### src/rtl/muldiv_iter_pkg.sv
// Shared ALU op encoding, mul/div FSM states and op-class helpers.
package muldiv_iter_pkg;

  typedef enum logic [4:0] {
    ALU_ADD, ALU_SUB, ALU_AND, ALU_OR, ALU_XOR, ALU_SLL, ALU_SRL, ALU_SRA, ALU_SLT, ALU_SLTU,
    MUL, MULH, MULHSU, MULHU, DIV, DIVU, REM, REMU
  } alu_operation_type;

  typedef enum logic [1:0] {IDLE, BUSY, FIX, DONE} muldiv_state_type;

  function automatic logic is_muldiv(input alu_operation_type op);
    return op inside {MUL, MULH, MULHSU, MULHU, DIV, DIVU, REM, REMU};
  endfunction

  function automatic logic is_divop(input alu_operation_type op);
    return op inside {DIV, DIVU, REM, REMU};
  endfunction

endpackage

### src/rtl/muldiv_iter_step.sv
// Combinational slice retiring STEP_BITS multiplier or quotient bits on unsigned magnitudes.
module muldiv_iter_step #(
  parameter int XLEN      = 32,
  parameter int STEP_BITS = 1
) (
  input  logic              is_div,
  input  logic [2*XLEN-1:0] acc_in,
  input  logic [2*XLEN-1:0] mc_in,
  input  logic [XLEN-1:0]   mp_in,
  output logic [2*XLEN-1:0] acc_out,
  output logic [2*XLEN-1:0] mc_out,
  output logic [XLEN-1:0]   mp_out
);

  // mul: acc += mc when mp[0], mc walks left, mp walks right.
  // div: acc is the partial remainder, mp shifts dividend out and quotient in, mc holds the divisor.
  logic [2*XLEN-1:0] a, m;
  logic [XLEN-1:0]   p;

  always_comb begin
    a = acc_in;
    m = mc_in;
    p = mp_in;
    for (int i = 0; i < STEP_BITS; i++) begin
      if (is_div) begin
        a = {a[2*XLEN-2:0], p[XLEN-1]};
        p = {p[XLEN-2:0], 1'b0};
        if (a >= m) begin
          a    = a - m;
          p[0] = 1'b1;
        end
      end else begin
        if (p[0]) a = a + m;
        m = {m[2*XLEN-2:0], 1'b0};
        p = {1'b0, p[XLEN-1:1]};
      end
    end
    acc_out = a;
    mc_out  = m;
    mp_out  = p;
  end

endmodule

### src/rtl/muldiv_iter.sv
// Iterative RV32M/RV64M multiply/divide unit: magnitude datapath, one sign-fix cycle, valid/ready result.
module muldiv_iter
  import muldiv_iter_pkg::*;
#(
  parameter int XLEN      = 32,
  parameter int STEP_BITS = 1
) (
  input  logic              clk,
  input  logic              rst,
  input  logic              in_valid,
  output logic              in_ready,
  input  alu_operation_type in_op,
  input  logic [XLEN-1:0]   in_a,
  input  logic [XLEN-1:0]   in_b,
  input  logic              flush,
  output logic              out_valid,
  input  logic              out_ready,
  output logic [XLEN-1:0]   out_data
);

  localparam int N  = XLEN / STEP_BITS;
  localparam int CW = $clog2(N + 1);

  if ((XLEN != 32 && XLEN != 64) || (XLEN % STEP_BITS) != 0) begin : g_param_check
    $error("muldiv_iter: XLEN must be 32/64 and divisible by STEP_BITS");
  end

  muldiv_state_type  state, state_nx;
  alu_operation_type op_q;
  logic              neg_q;
  logic [2*XLEN-1:0] acc_q, mc_q, acc_nx, mc_nx;
  logic [XLEN-1:0]   mp_q, mp_nx;
  logic [CW-1:0]     cnt_q;

  logic              accept, sa, sb, neg_in, b_zero, ovf, fast;
  logic [XLEN-1:0]   mag_a, mag_b, fast_data, fix_data, quo, rem_v;
  logic [2*XLEN-1:0] prod;

  assign in_ready  = (state == IDLE);
  assign out_valid = (state == DONE);
  assign accept    = in_valid & in_ready & ~flush;

  always_comb begin
    sa     = (in_op inside {MULH, MULHSU, DIV, REM}) && in_a[XLEN-1];
    sb     = (in_op inside {MULH, DIV, REM}) && in_b[XLEN-1];
    mag_a  = sa ? -in_a : in_a;
    mag_b  = sb ? -in_b : in_b;
    // MULHSU takes a's sign; a remainder takes the dividend's sign
    neg_in = (in_op inside {MULHSU, REM}) ? sa : (sa ^ sb);
    b_zero = (in_b == '0);
    ovf    = (in_op inside {DIV, REM}) && (in_a == {1'b1, {(XLEN-1){1'b0}}}) && (&in_b);
  end

  always_comb begin
    fast      = 1'b0;
    fast_data = '0;
    if (!is_muldiv(in_op)) begin
      fast = 1'b1;
    end else if (is_divop(in_op) && b_zero) begin
      fast      = 1'b1;
      fast_data = (in_op inside {DIV, DIVU}) ? '1 : in_a;
    end else if (ovf) begin
      fast      = 1'b1;
      fast_data = (in_op == DIV) ? in_a : '0;
    end
  end

  always_comb begin
    state_nx = state;
    unique case (state)
      IDLE:    if (accept) state_nx = fast ? DONE : BUSY;
      BUSY:    if (cnt_q == CW'(1)) state_nx = FIX;
      FIX:     state_nx = DONE;
      DONE:    if (out_ready) state_nx = IDLE;
      default: state_nx = IDLE;
    endcase
    if (flush) state_nx = IDLE;
  end

  always_ff @(posedge clk or posedge rst) begin
    if (rst) state <= IDLE;
    else     state <= state_nx;
  end

  muldiv_iter_step #(.XLEN(XLEN), .STEP_BITS(STEP_BITS)) u_step (
    .is_div  (is_divop(op_q)),
    .acc_in  (acc_q),
    .mc_in   (mc_q),
    .mp_in   (mp_q),
    .acc_out (acc_nx),
    .mc_out  (mc_nx),
    .mp_out  (mp_nx)
  );

  always_comb begin
    prod     = neg_q ? -acc_q : acc_q;
    quo      = neg_q ? -mp_q : mp_q;
    rem_v    = neg_q ? -acc_q[XLEN-1:0] : acc_q[XLEN-1:0];
    fix_data = '0;
    case (op_q)
      MUL:                 fix_data = prod[XLEN-1:0];
      MULH, MULHSU, MULHU: fix_data = prod[2*XLEN-1:XLEN];
      DIV, DIVU:           fix_data = quo;
      REM, REMU:           fix_data = rem_v;
      default:             fix_data = '0;
    endcase
  end

  always_ff @(posedge clk or posedge rst) begin
    if (rst) begin
      op_q     <= MUL;
      neg_q    <= 1'b0;
      acc_q    <= '0;
      mc_q     <= '0;
      mp_q     <= '0;
      cnt_q    <= '0;
      out_data <= '0;
    end else if (accept) begin
      op_q  <= in_op;
      neg_q <= neg_in;
      cnt_q <= CW'(N);
      acc_q <= '0;
      if (is_divop(in_op)) begin
        mc_q <= {{XLEN{1'b0}}, mag_b};
        mp_q <= mag_a;
      end else begin
        mc_q <= {{XLEN{1'b0}}, mag_a};
        mp_q <= mag_b;
      end
      if (fast) out_data <= fast_data;
    end else if (state == BUSY) begin
      acc_q <= acc_nx;
      mc_q  <= mc_nx;
      mp_q  <= mp_nx;
      cnt_q <= cnt_q - CW'(1);
    end else if (state == FIX && !flush) begin
      out_data <= fix_data;
    end
  end

  always @(posedge clk) begin
    if (!rst && accept) assert (is_muldiv(in_op)) else $error("muldiv_iter: non-M op %s accepted", in_op.name());
  end

endmodule
### config.mk
export PLATFORM = sky130hd
export DESIGN_NAME = muldiv_iter
export DESIGN_NICKNAME = d
export VERILOG_FILES = /design/src/rtl/muldiv_iter_pkg.sv /design/src/rtl/muldiv_iter_step.sv /design/src/rtl/muldiv_iter.sv
export SDC_FILE = /design/constraint.sdc
export NUM_CORES = 1
export LEC_CHECK = 0
export CAP_MARGIN = 25
export CORE_ASPECT_RATIO = 0.5
export CORE_UTILIZATION = 40
export CTS_CLUSTER_DIAMETER = 120
export DETAILED_ROUTE_END_ITERATION = 7
export DONT_BUFFER_PORTS = 1
export PLACE_DENSITY = 0.52
export SLEW_MARGIN = 25
export SYNTH_ARGS = -nofsm -noshare
export SYNTH_HDL_FRONTEND = slang
export SYNTH_SLANG_ARGS = --single-unit
### constraint.sdc
create_clock -name clk -period 7.5 [get_ports clk]
set_clock_uncertainty 0.15 [all_clocks]
set_input_delay 0.75 -clock clk [delete_from_list [all_inputs] [get_ports clk]]
set_output_delay 0.75 -clock clk [all_outputs]
set_load 0.01 [all_outputs]
==> results.md <==
- FMAX: 194 MHz
- RSZ-0062 raised after global routing: false
- DRT Pass-1 Iters: 6
- Slew headroom: 0.307
- Critical path class: register to register
- Row count: 60
- Resize count post-CTS: 0
- Yosys cell types: 79
- Setup ws final: 2.35 ns
- Clk buf depth: 3
- Routed wl met2: 37.7 mm
- Top cell family by delay on the critical path: compound AO/OA/AOI/OAI gates
- Largest net degree at the start of global routing: 114
- Lkg Pwr: 9.50 nW
- Post-DP Area: 22500 um^2
- I/O Pins: 108
- Vias per cell: 6.33
- Synth Warn #: 0
- Grt ovf: 0
- HP Class: input pin to async pin
- Die height: roughly 170 um
- Min cycle time layout: 5.15 ns
- Synthesized cell area: 22000 um^2
- # hold bufs at CTS: 0
- Residual DRC: 0
- Initial core utilization: 0.407
- Syn Inst Count: roughly 3000
- Status: complete, but fails checks
- Commonest non-fill, non-tap cell in the layout: nand2_1
- Syn Nets: 3204
- Worst-path clk slew: about 0.07 ns
- Worst Path Max Fanout: 8
- GRT Total Usage: 0.314
- DP Cell Count: 3546
- Routed via count: 22737
- Layout cells sized above 1: 0.0479
- Cell Chain, Critical Path: ha_1 -> nand2_1 -> nor3_1 -> nor3b_1 -> or3_1 -> a31oi_1 -> or4b_2 -> a2111oi_0 -> o21ai_0 -> a21o_1 -> a21o_1 -> a32o_1
- Remaining antenna violation count after routing: 0
- CP dominant cell by count: a21o_1
- GPL Wtd Cong: between 0.9 and 1
- Element type at the critical path end: register
- Met3 wire length: approximately 8.0 mm
- Sequential fraction of the synthesis area: 0.235
- CTS root buf: clkbuf_16
- Worst EP required: 7.81 ns
- Max-cap viol count: 0
- Worst Tran Pin Value: 1.04 ns
- Initial DRC Count: between 2000 and 3000
- Wirelength per Cell: roughly 25 um
- Flops & latches, synth: 206
- Clk_lat worst skew: 0.60 ns
- Final period util: 0.687
- Layout area overhead: 6.82%
- Dpl hpwl: 68.2 mm
- Non-Filler Instances: 3593
- Ys async rst share: 1.00
- Final net count: 3075
- Finished Cell Area: 23500 um^2
- Setup_tns: 0 ns
- Commonest register cell after synthesis: dfrtp_1
- Pre-CTS WS: about 2.4 ns
- Failing checks: negative hold slack
- Pwr Density: 521 nW/um^2
- Die X: about 330 um
- Most frequent cells in the layout: nand2_1, o21ai_0, a21oi_1, nor2_1, dfrtp_1
- EDFF count, synth: 0
- Num CTS Buffers: 25
- WL met1: 42.3 mm
- Post-Route WL: around 90 mm
- Die area: around 56000 um^2
- H-tree Lvls: 1
- Initial antenna violation count: 2
- Peak VDD IR: 385 uV
- Slowest cell on crit path: a2111oi_0
- Top Layer Used: met4
- Power Total: 0.0122 W
- Final hold viol count: 19
- Buffer and inverter count on the worst path: 0
- Worst hold slack: -0.0234 ns
- First-pass GRT wire length: ~130 mm
- Vias in the first global route: a little over 20000
- Crit-path max cell delay: 0.90 ns
- Critical Path Start Type: register
- CP arrival: 5.46 ns
- Core area: 54000 um^2
- Setup-failing EPs final: 0
- Syn Area/Cell: 7.35 um^2
- CTS tree: built
- TritonCTS Sinks: about 210
- PortBufs: 0
- Max-slew violations: 0
- Postcts setup bufs: 0
sequential cells by signal, summed over array words and instances (netlist names):
register  flops
state         2
acc_q        64
cnt_q         6
neg_q         1
op_q          5
mp_q         32
mc_q         64
out_data     32
through the flow:
step / utilization / hold WS [ns]
floorplan: - / 0.294
global placement: 0.417 / 0.308
detailed placement: 0.417 / 0.311
CTS: 0.435 / 0.0228
global route: 0.435 / 0.0450
finish: 0.435 / -0.0234
cells in the mapped netlist (10+ instances only):
cell type | instances | area [um^2]
o21bai_1 | 50 | 375
a211oi_1 | 65 | 488
nand2_1 | 395 | 1480
nor2_1 | 216 | 811
a31oi_1 | 65 | 407
dfrtp_1 | 204 | 5100
nor4_1 | 23 | 144
or3_1 | 28 | 175
nor3_1 | 32 | 160
or4_1 | 24 | 180
nand2b_1 | 17 | 106
inv_1 | 123 | 462
xnor2_1 | 117 | 1020
o211ai_1 | 61 | 458
o21ai_0 | 291 | 1460
nor2b_1 | 15 | 93.8
o31ai_1 | 54 | 405
xor2_1 | 157 | 1380
a21o_1 | 71 | 533
and2_1 | 10 | 62.6
o22ai_1 | 39 | 244
a21oi_1 | 233 | 1170
nand3_1 | 102 | 510
ha_1 | 139 | 1740
o41ai_1 | 28 | 245
and3_1 | 14 | 87.6
nand4_1 | 48 | 300
a22o_1 | 19 | 166
or2_2 | 14 | 87.6
buf_1 | 16 | 60.1
clkbuf_1 | 165 | 619
o21a_1 | 17 | 128
kinds of logic (layout without fill, tap and decap cells):
family                     after synthesis  in the layout  synth area share
AOI/OAI and AO/OA                     1077           1077             0.312
xor gates and xnor gates               274            274             0.109
adders and majority gates              141            141            0.0810
buffers and inverters                  311            200            0.0540
DFF                                    206            206             0.235
muxes                                   10             10           0.00461
other                                    0              2                 0
and+or+nand+nor                        970            970             0.204
power breakdown:
part	leakage (nW)	total, W	switching, W	internal (W)
combinational	6.51	0.00830	0.00530	0.00299
sequential	2.55	0.00247	0.000898	0.00157
clock	0.444	0.00145	0.000600	0.000853
total	9.50	0.0122	0.00680	0.00541
final cells by class:
cell class / count / area (um^2)
Inverter: 123 / 469
Fill cell: 5555 / 30500
Sequential cell: 206 / 5160
Clock buffer: 34 / 729
Multi-Input combinational cell: 2472 / 15800
Timing Repair Buffer: 32 / 265
Clock inverter: 11 / 195
Antenna cell: 2 / 5.00
Tap cell: 713 / 892
metal layers:
| layer | vias to the layer above | GRT usage |
|---|---|---|
| met5 | - | 0 |
| met4 | 0 | 0.0765 |
| met3 | 86 | 0.0664 |
| met2 | 911 | 0.460 |
| met1 | 11077 | 0.464 |
| li1 | 10663 | - |
final timing paths:
check                      slack, ns         to      from  depth (start not counted)
max                             2.35  acc_q[48]  acc_q[8]                         12
max in group asynchronous       6.01  acc_q[63]       rst                          2
min                            -0.02   mp_q[12]       rst                          1
min in group clk                0.07   state[1]     flush                          1
min reg2reg                     0.32    op_q[3]   op_q[3]                          2
max reg2reg                     2.35  acc_q[48]  acc_q[8]                         12
Note: power is estimated with default switching activity, not from simulation.
